[config.mk]
export PLATFORM = sky130hd
export DESIGN_NAME = wb_collect
export DESIGN_NICKNAME = d
export VERILOG_FILES = /design/src/rtl/wb_collect.sv
export SDC_FILE = /design/constraint.sdc
export NUM_CORES = 2
export LEC_CHECK = 0
export BUFFER_PORTS_ARGS = -buffer_cell sky130_fd_sc_hd__buf_2
export CAP_MARGIN = 15
export CORE_UTILIZATION = 60
export CTS_BUF_LIST = sky130_fd_sc_hd__clkbuf_8
export CTS_CLUSTER_SIZE = 40
export DETAILED_ROUTE_END_ITERATION = 6
export PLACE_DENSITY_LB_ADDON = 0.15
export SYNTH_ARGS = -nofsm -noshare
export SYNTH_HDL_FRONTEND = slang
export SYNTH_SLANG_ARGS = --single-unit
[constraint.sdc]
create_clock -name clk -period 10.03 [get_ports clk]
set_clock_uncertainty 0.05 [all_clocks]
set_input_delay 3.009 -clock clk [delete_from_list [all_inputs] [get_ports clk]]
set_output_delay 3.009 -clock clk [all_outputs]
set_load 0.1 [all_outputs]
[src/rtl/wb_collect.sv]
// Writeback collector: gathers ALU and divider results into small per-thread FIFOs
// and drains one entry per thread per cycle into that thread's register file.
module wb_collect #(
  parameter int NUM_Threads = 4,
  parameter int NUM_ALUs    = 4,
  parameter int FIFO_DEPTH  = 2
) (
  input  logic                                clk,
  input  logic                                rst,
  input  logic [NUM_ALUs-1:0][2:0]            dispatch_threads,
  input  logic [NUM_ALUs-1:0]                 alu_we,
  input  logic [NUM_ALUs-1:0][4:0]            alu_rd,
  input  logic [NUM_ALUs-1:0][31:0]           alu_data,
  input  logic                                div_start,
  input  logic [1:0]                          div_tid,
  input  logic [4:0]                          div_rd,
  input  logic [31:0]                         div_data,
  output logic [NUM_Threads-1:0]              wb_valid,
  output logic [NUM_Threads-1:0][4:0]         wb_rd,
  output logic [NUM_Threads-1:0][31:0]        wb_data,
  output logic [NUM_Threads-1:0]              hold,
  output logic [NUM_Threads-1:0]              err_overflow,
  output logic                                err_div
);

  localparam int PW = (FIFO_DEPTH > 1) ? $clog2(FIFO_DEPTH) : 1;
  localparam int CW = $clog2(FIFO_DEPTH + 1);

  typedef struct packed {
    logic [4:0]  rd;
    logic [31:0] data;
  } entry_t;

  logic [NUM_ALUs-1:0][2:0] tag_q, tag_d;
  entry_t                   mem_q    [NUM_Threads][FIFO_DEPTH];
  entry_t                   mem_d    [NUM_Threads][FIFO_DEPTH];
  logic [PW-1:0]            wr_ptr_q [NUM_Threads];
  logic [PW-1:0]            wr_ptr_d [NUM_Threads];
  logic [PW-1:0]            rd_ptr_q [NUM_Threads];
  logic [PW-1:0]            rd_ptr_d [NUM_Threads];
  logic [CW-1:0]            count_q  [NUM_Threads];
  logic [CW-1:0]            count_d  [NUM_Threads];
  logic [1:0]               div_cnt_q, div_cnt_d;
  logic [1:0]               div_tid_q, div_tid_d;
  logic [4:0]               div_rd_q, div_rd_d;
  logic [NUM_Threads-1:0]   err_ov_q, err_ov_d;
  logic                     err_div_q, err_div_d;
  logic                     div_push;

  function automatic logic [PW-1:0] ptr_inc(input logic [PW-1:0] p);
    if (int'(p) == FIFO_DEPTH - 1) return '0;
    return p + PW'(1);
  endfunction

  always_comb begin
    tag_d     = dispatch_threads;
    div_cnt_d = div_cnt_q;
    div_tid_d = div_tid_q;
    div_rd_d  = div_rd_q;
    err_div_d = err_div_q;
    if (div_cnt_q != 2'd0) div_cnt_d = div_cnt_q - 2'd1;
    // A new divide is only accepted once the previous one has fully retired.
    if (div_start) begin
      if (div_cnt_q == 2'd0) begin
        div_cnt_d = 2'd2;
        div_tid_d = div_tid;
        div_rd_d  = div_rd;
      end else begin
        err_div_d = 1'b1;
      end
    end
    div_push = (div_cnt_q == 2'd1) && (div_rd_q != 5'd0);
  end

  always_comb begin
    logic          pop;
    logic          pending;
    int            space;
    int            npush;
    logic [PW-1:0] wptr;
    entry_t        cand   [NUM_ALUs+1];
    logic          cand_v [NUM_ALUs+1];

    mem_d    = mem_q;
    wr_ptr_d = wr_ptr_q;
    rd_ptr_d = rd_ptr_q;
    count_d  = count_q;
    err_ov_d = err_ov_q;
    wb_valid = '0;
    wb_rd    = '0;
    wb_data  = '0;
    hold     = '0;
    for (int t = 0; t < NUM_Threads; t++) begin
      pop     = (count_q[t] != '0);
      pending = (div_cnt_q != 2'd0) && (int'(div_tid_q) == t);
      wb_valid[t] = pop;
      if (pop) begin
        wb_rd[t]   = mem_q[t][rd_ptr_q[t]].rd;
        wb_data[t] = mem_q[t][rd_ptr_q[t]].data;
        rd_ptr_d[t] = ptr_inc(rd_ptr_q[t]);
      end
      hold[t] = (int'(count_q[t]) + int'(pending)) >= (FIFO_DEPTH - 1);

      // Slot 0 is the divider so it is enqueued ahead of any ALU result.
      cand[0]   = '{rd: div_rd_q, data: div_data};
      cand_v[0] = div_push && (int'(div_tid_q) == t);
      for (int j = 0; j < NUM_ALUs; j++) begin
        cand[j+1]   = '{rd: alu_rd[j], data: alu_data[j]};
        cand_v[j+1] = alu_we[j] && (alu_rd[j] != 5'd0) && (int'(tag_q[j]) == t);
      end

      space = FIFO_DEPTH - int'(count_q[t]) + int'(pop);
      npush = 0;
      wptr  = wr_ptr_q[t];
      for (int k = 0; k <= NUM_ALUs; k++) begin
        if (cand_v[k]) begin
          if (npush < 2 && npush < space) begin
            mem_d[t][wptr] = cand[k];
            wptr  = ptr_inc(wptr);
            npush = npush + 1;
          end else begin
            err_ov_d[t] = 1'b1;
          end
        end
      end
      wr_ptr_d[t] = wptr;
      count_d[t]  = CW'(int'(count_q[t]) - int'(pop) + npush);
    end
  end

  always_ff @(posedge clk) begin
    if (rst) begin
      tag_q     <= {NUM_ALUs{3'd4}};
      div_cnt_q <= 2'd0;
      div_tid_q <= 2'd0;
      div_rd_q  <= 5'd0;
      err_ov_q  <= '0;
      err_div_q <= 1'b0;
      for (int t = 0; t < NUM_Threads; t++) begin
        wr_ptr_q[t] <= '0;
        rd_ptr_q[t] <= '0;
        count_q[t]  <= '0;
        for (int i = 0; i < FIFO_DEPTH; i++) mem_q[t][i] <= '0;
      end
    end else begin
      tag_q     <= tag_d;
      div_cnt_q <= div_cnt_d;
      div_tid_q <= div_tid_d;
      div_rd_q  <= div_rd_d;
      err_ov_q  <= err_ov_d;
      err_div_q <= err_div_d;
      wr_ptr_q  <= wr_ptr_d;
      rd_ptr_q  <= rd_ptr_d;
      count_q   <= count_d;
      mem_q     <= mem_d;
    end
  end

  assign err_overflow = err_ov_q;
  assign err_div      = err_div_q;

endmodule

; Yosys cells after proc, flatten, opt, wreduce, memory -nomap -nowiden
; Cells that the tools add are included.
[word_totals]
reg_bits = 338
input_bits = 206
wordCells = 665
[classes]
reduce_logical = 83
addsub = 61
mux = 359
bitwise_logic = 25
magnitude_cmp = 84
eq_ne = 16
[ops]
columns = operator, count
row1 = $mux W74, 40
row2 = $bwmux W74, 20
row3 = $mux W37, 32
row4 = $mux W32, 28
row5 = $demux W37 S1, 20
row6 = $lt A32 B3 Y1 const B, 16
row7 = $add A32 B2 Y32 const B, 12
row8 = $lt A32 B4 Y1, 12
row9 = $mux W1, 204
row10 = $logic_and A1 B1 Y1, 65
row11 = $ge A2 B2 Y1 const B, 24
row12 = $not A1 Y2, 24
row13 = $lt A2 B1 Y1 const B, 20
row14 = $reduce_bool A5 Y1, 5
row15 = $add A1 B1 Y1 const B, 24
row16 = $eq A3 B3 Y1 const B, 8
row17 = $mux W2, 11
row18 = $mux W5, 4
row19 = $add A3 B2 Y4, 4
row20 = $lt A1 B4 Y1 const A, 4
row21 = $lt A2 B4 Y1, 4
row22 = $add A2 B1 Y3, 4
row23 = $eq A3 B2 Y1 const B, 4
row24 = $ge A3 B1 Y1 const B, 4
row25 = other kinds (12), 35

; Longest topological paths before layout
[logic_depth]
depth_word = 34
ltp_mapped = 31
mapped_depth_nobuf = 30

; Worst setup path after synthesis
; OpenSTA, ideal clock, no wires.
[synth_path]
kind = input-to-reg
start = in alu_rd[0] (netlist name)
end = reg count_q[5] (netlist name)
required_ns = 9.852
setup_slack_ns = 1.402
n_path_buf = 3
path_stages = 28
t_arrival_ns = 8.450
cell_sequence = buf_2 or4_4 buf_6 o2111ai_2 clkbuf_1 nor3_1 ha_1 o31ai_1 a31o_2 ha_1 a2111oi_0 o31ai_1 a21oi_1 nand2b_1 o21ba_2 inv_1 ha_1 o21a_1 a2111o_1 nor2_1 xnor2_1 ha_1 inv_1 ha_1 xnor2_1 xnor2_1 xnor2_1 nor2_1
[synth_between]
elab_chain_cells = 17
word_cells_on_any_way = 23
classes_between = 4 x add/sub / 6 x order compare / 7 x mux / 6 x reduce/logical
[synth_rtl]
columns = element, line
row1 = from (decl), 12  ; input logic [NUM_ALUs-1:0][4:0] alu_rd,
row2 = $reduce_bool A5 Y1 *, 109  ; cand_v[j+1] = alu_we[j] && (alu_rd[j] != 5'd0) && (int'(tag_q[j]) == t);
row3 = $logic_and A1 B1 Y1 * (2 in a row), 109
row4 = $mux W32 *, 116  ; if (cand_v[k]) begin
row5 = $lt A32 B3 Y1 / $lt A32 B4 Y1 (equally long branches), 117  ; if (npush < 2 && npush < space) begin
row6 = $logic_and A1 B1 Y1, 117
row7 = $mux W32, 117
row8 = $mux W32 *, 116
row9 = $lt A32 B3 Y1 / $lt A32 B4 Y1 (equally long branches), 117
row10 = $logic_and A1 B1 Y1, 117
row11 = $mux W32, 117
row12 = $mux W32 *, 116
row13 = $lt A32 B3 Y1 / $lt A32 B4 Y1 (equally long branches), 117
row14 = $logic_and A1 B1 Y1, 117
row15 = $mux W2, 117
row16 = $mux W2 *, 116
row17 = $add A2 B2 Y2 *, 127  ; count_d[t] = CW'(int'(count_q[t]) - int'(pop) + npush);
row18 = to (signal assigned), 154  ; count_q <= count_d;
row19 = to (decl), 41  ; logic [CW-1:0] count_q [NUM_Threads];
; Mark *: on every way between the ends. The rest lies on a longest branch, timed or not.
; A chain may end at the register's enable or synchronous reset.

; Worst setup path after layout
[layout_path]
start = in alu_we[0]
end = reg count_q[5] (netlist name)
[layout_between]
elab_chain_cells = 16
word_cells_on_any_way = 22
classes_between = 4 x add/sub / 6 x order compare / 7 x mux / 5 x reduce/logical
[layout_rtl]
columns = element, line
row1 = from (decl), 11  ; input logic [NUM_ALUs-1:0] alu_we,
row2 = $logic_and A1 B1 Y1 * (2 in a row), 109
row3 = $mux W32 *, 116
row4 = $lt A32 B3 Y1 / $lt A32 B4 Y1 (equally long branches), 117
row5 = $logic_and A1 B1 Y1, 117
row6 = $mux W32, 117
row7 = $mux W32 *, 116
row8 = $lt A32 B3 Y1 / $lt A32 B4 Y1 (equally long branches), 117
row9 = $logic_and A1 B1 Y1, 117
row10 = $mux W32, 117
row11 = $mux W32 *, 116
row12 = $lt A32 B3 Y1 / $lt A32 B4 Y1 (equally long branches), 117
row13 = $logic_and A1 B1 Y1, 117
row14 = $mux W2, 117
row15 = $mux W2 *, 116
row16 = $add A2 B2 Y2 *, 127
; Marks and branches as above.

==> metrics.md <==
| Metric | Value |
|---|---|
| Net Switching | `0.00233 W` |
| DRC Markers | `9` |
| Setup violators final | `0` |
| Die X | `222 microns` |
| Root buffer cell | `clkbuf_8` |
| PD cells | `159 nW/um^2` |
| Final Worst Setup Slack | `1.53 ns` |
| Fraction of registers with async set/reset | `0%` |
| Clk Latency, worst-skew pair | `0.67 ns` |
| Starting density of the core | `60.9%` |
| Seq pwr share | `31.6%` |
| Post-synth top area share | `23.3%` |
| Post-DRT Antenna Nets | `0` |
| P&R area growth vs syn | `10.0%` |
| Sequential cell area | `6770 sq um` |
| Share of layout cells above drive strength 1 | `19.1%` |
| Avg WL per Cell | `28.0 microns` |
| Clock Sinks | `338` |
| Post-CTS resize count | `0` |
| Comb power frac | `40.7%` |
| Final Max Slew Viols | `0` |
| Min-delay worst type | `reg2reg` |
| Pin count of the biggest net entering global routing | `137` |
| Synth unique cells | `103` |
| R2R cell count | `27` |
| Worst reg2reg setup slack | `3.06 ns` |
| CP arrival | `8.97 ns` |
| Via count | `32900` |
| #FFs+latches synth | `338` |
| Initial antenna violation count | `31` |
| Crit-path slowest cell | `nor3_1` |
| Syn Inst Count | `3791` |
| Setup repair after global routing missed its margin | `false` |
| Initial DRC Count | `5692` |
| Placer congestion estimate | `1.03` |
| Clock Tree Buf Depth | `3` |
| Critical Path RT | `10.50 ns` |
| Area leader, netlist | `dfxtp_1` |
| Nets | `4108` |
| VDD IR max | `153 uV` |
| Clock transition at the registers of the reported paths | `0.05 ns` |
| Std cell rows | `80` |
| Post-synthesis area per instance | `7.67 sq um` |
| Yosys warnings | `0` |
| Fin Setup TNS | `0 ns` |
| DP Worst Slack | `0.919 ns` |
| Clk pwr share | `27.6%` |
| Multi-input gate area in the final layout | `20400 sq um` |
| Placed inst area | `30700 sq um` |
| Overflow after GRT | `0` |
| Min-Delay Endpoint | `err_div$_SDFFE_PP0P_` |
| Layout fillers | `4204` |
| CP startpoint kind | `primary input` |
| Hold path startpoint | `err_div$_SDFFE_PP0P_` |
| PortBufs | `366` |
| Syn_nets | `4037` |
| Register area share after synthesis | `23.3%` |
| F_max | `0.118 GHz` |
| Nature of the critical path endpoint | `register` |
| Hold Buf Count CTS | `0` |
| Worst-Margin Slew | `1.24 ns` |
| Final Hold Violating Endpoints | `0` |
| Final instance area | `32000 sq um` |
| Die height | `222 microns` |
| TritonCTS Buffers | `68` |
| CTS tree | `built` |
| Worst hold path depth | `2` |
| Number of global-route vias before repair | `28900` |
| Pint | `0.00277 W` |
| Core box area | `47700 sq um` |
| Failing checks | `design-rule violations` |
| Die Area | `49400 sq um` |
| Vias per inst | `7.23` |
| First-pass DRT Iterations | `7` |
| Tcrit/Tclk final | `84.7%` |
| Placed insts | `4407` |
| HPWL after DPL | `82.7 mm` |
| Post-synth EDFFs | `0` |
| Status | `finished with violations` |
| Crit-path most repeated cell | `ha_1` |
| Lkg Pwr | `14.2 nW` |
| Drt total wl | `128 mm` |
| Synth top area cells | `dfxtp_1 23%, mux2i_1 16%, a211oi_1 6.5%` |
| Postcts setup bufs | `0` |
| Reg2reg start | `div_rd_q[1]$_SDFFE_PP0P_` |
| WS Path Type | `in2reg` |
| Max-Cap Viols | `0` |
| Sw frac | `45.7%` |
| Worst Path Max Fanout | `8` |
| Ports | `367` |
| Slew headroom | `17.2%` |
| Layout Cells excl Fill | `4551` |
| GRT Overall Usage | `49.3%` |
| Tmin final | `8.50 ns` |
| H-tree depth | `3` |
| Crit-path max cell delay | `0.73 ns` |
| First-pass GRT wire length | `185 mm` |
| Reg-to-reg endpoint | `count_q[7]$_SDFF_PP0_` |
| Netlist Area Pre-Place | `29100 sq um` |
| Main synth FF type | `dfxtp_1` |
[sequential cells by signal, summed over array words and instances, names as in the netlist]
name and cells:
div_cnt_q 2, mem_q 296, tag_q 12, rd_ptr_q 4
div_rd_q 5, count_q 8, err_div 1, div_tid_q 2
wr_ptr_q 4, err_overflow 4
[cell usage in the layout (no fill, tap or decap), types with 117 or more instances in the layout]
| cell | n |
|---|---|
| nand2_1 | 292 |
| dfxtp_1 | 334 |
| o211ai_1 | 177 |
| nor3_1 | 117 |
| a21oi_1 | 243 |
| nor2_1 | 428 |
| o21ai_0 | 171 |
| a211oi_1 | 250 |
| buf_2 | 365 |
| mux2i_1 | 477 |
[worst max-delay path, delay by kind of cell]
family / cells / cell delay (ns)
compound gates: 8 / 2.14
xor+xnor: 4 / 0.55
fa+ha+maj: 5 / 1.25
buf+inv: 3 / 0.35
simple gates: 6 / 1.67
[cell usage after synthesis, types with 9 or more instances]
| cell | n |
|---|---|
| nand3_1 | 55 |
| xnor2_1 | 21 |
| nand2_1 | 293 |
| a21oi_1 | 243 |
| a31oi_1 | 13 |
| mux2_1 | 37 |
| a211oi_1 | 250 |
| ha_1 | 40 |
| nor2_1 | 435 |
| o21ai_1 | 9 |
| a21o_1 | 28 |
| o31ai_1 | 47 |
| clkbuf_1 | 272 |
| nor4_1 | 12 |
| mux2_2 | 106 |
| or3_1 | 25 |
| a211o_1 | 15 |
| a311oi_1 | 9 |
| buf_4 | 15 |
| mux2i_1 | 477 |
| o21ai_2 | 32 |
| a221oi_1 | 53 |
| buf_2 | 81 |
| o2111ai_1 | 12 |
| a221o_1 | 30 |
| buf_1 | 56 |
| dfxtp_1 | 338 |
| o311ai_0 | 9 |
| nor3_1 | 119 |
| nand2b_1 | 12 |
| nor2b_1 | 55 |
| inv_1 | 89 |
| o21ai_0 | 176 |
| o211ai_1 | 177 |
[per-stage QoR]
stage / power, W / hold WS [ns] / util [%]
after CTS: 0.00499 / 0.432 / 66.9
after floorplan: 0.00310 / 0.445 / -
after global placement: 0.00361 / 0.394 / 64.2
after global routing: 0.00522 / 0.487 / 67.0
after detailed placement: 0.00363 / 0.420 / 64.2
final: 0.00509 / 0.435 / 67.0
[per-layer routing]
| metal | up-vias | part of all wire [%] | global-route usage [%] |
|---|---|---|---|
| li1 | 14100 | - | - |
| met1 | 15200 | 38 | 66.8 |
| met2 | 3033 | 38 | 65.2 |
| met3 | 519 | 20 | 24.9 |
| met4 | 10 | 4.6 | 19.4 |
| met5 | - | 0.053 | 0 |
[cells by family (layout without fill, tap and decap cells)]
logic type	count (synthesis)	after routing	synth area share [%]
xor gates and xnor gates	26	26	0.835
muxes	621	621	22.0
buffers and inverters	521	639	7.42
adders and majority gates	42	42	1.79
and+or+nand+nor	1070	1070	16.5
other	0	27	0
AOI/OAI and AO/OA	1173	1173	28.2
DFF	338	338	23.3
[power by group through the flow]
stage / sequential (W) / clock, W / combinational, W
5_1_grt: 0.00162 / 0.00145 / 0.00215
6_report: 0.00161 / 0.00141 / 0.00207
4_1_cts: 0.00160 / 0.00139 / 0.00200
2_1_floorplan: 0.00153 / 0 / 0.00156
3_3_place_gp: 0.00163 / 0 / 0.00198
3_5_place_dp: 0.00163 / 0 / 0.00200
[how the worst max path moves through the flow]
stage	startpoint	to	slack, ns	cells after the start
floorplan	alu_rd[0]	count_q[5]$_SDFF_PP0_	1.40	28
global placement	alu_rd[1]	count_q[7]$_SDFF_PP0_	1.08	28
detailed placement	alu_rd[1]	count_q[5]$_SDFF_PP0_	0.92	26
CTS	alu_rd[1]	count_q[5]$_SDFF_PP0_	1.61	26
global route	alu_we[0]	count_q[5]$_SDFF_PP0_	1.08	26
finish	alu_we[0]	count_q[5]$_SDFF_PP0_	1.53	26
[cell type report]
cell class,instances,share of cell area (%)
inverters,91,1.07
well taps,615,2.41
flip-flops and latches,338,21.2
multi-input cells,2932,63.8
clock inverters,35,0.442
repair buffers,431,7.36
diodes,27,0.211
clock buffers,82,3.53
(Power assumes the default switching activity.)
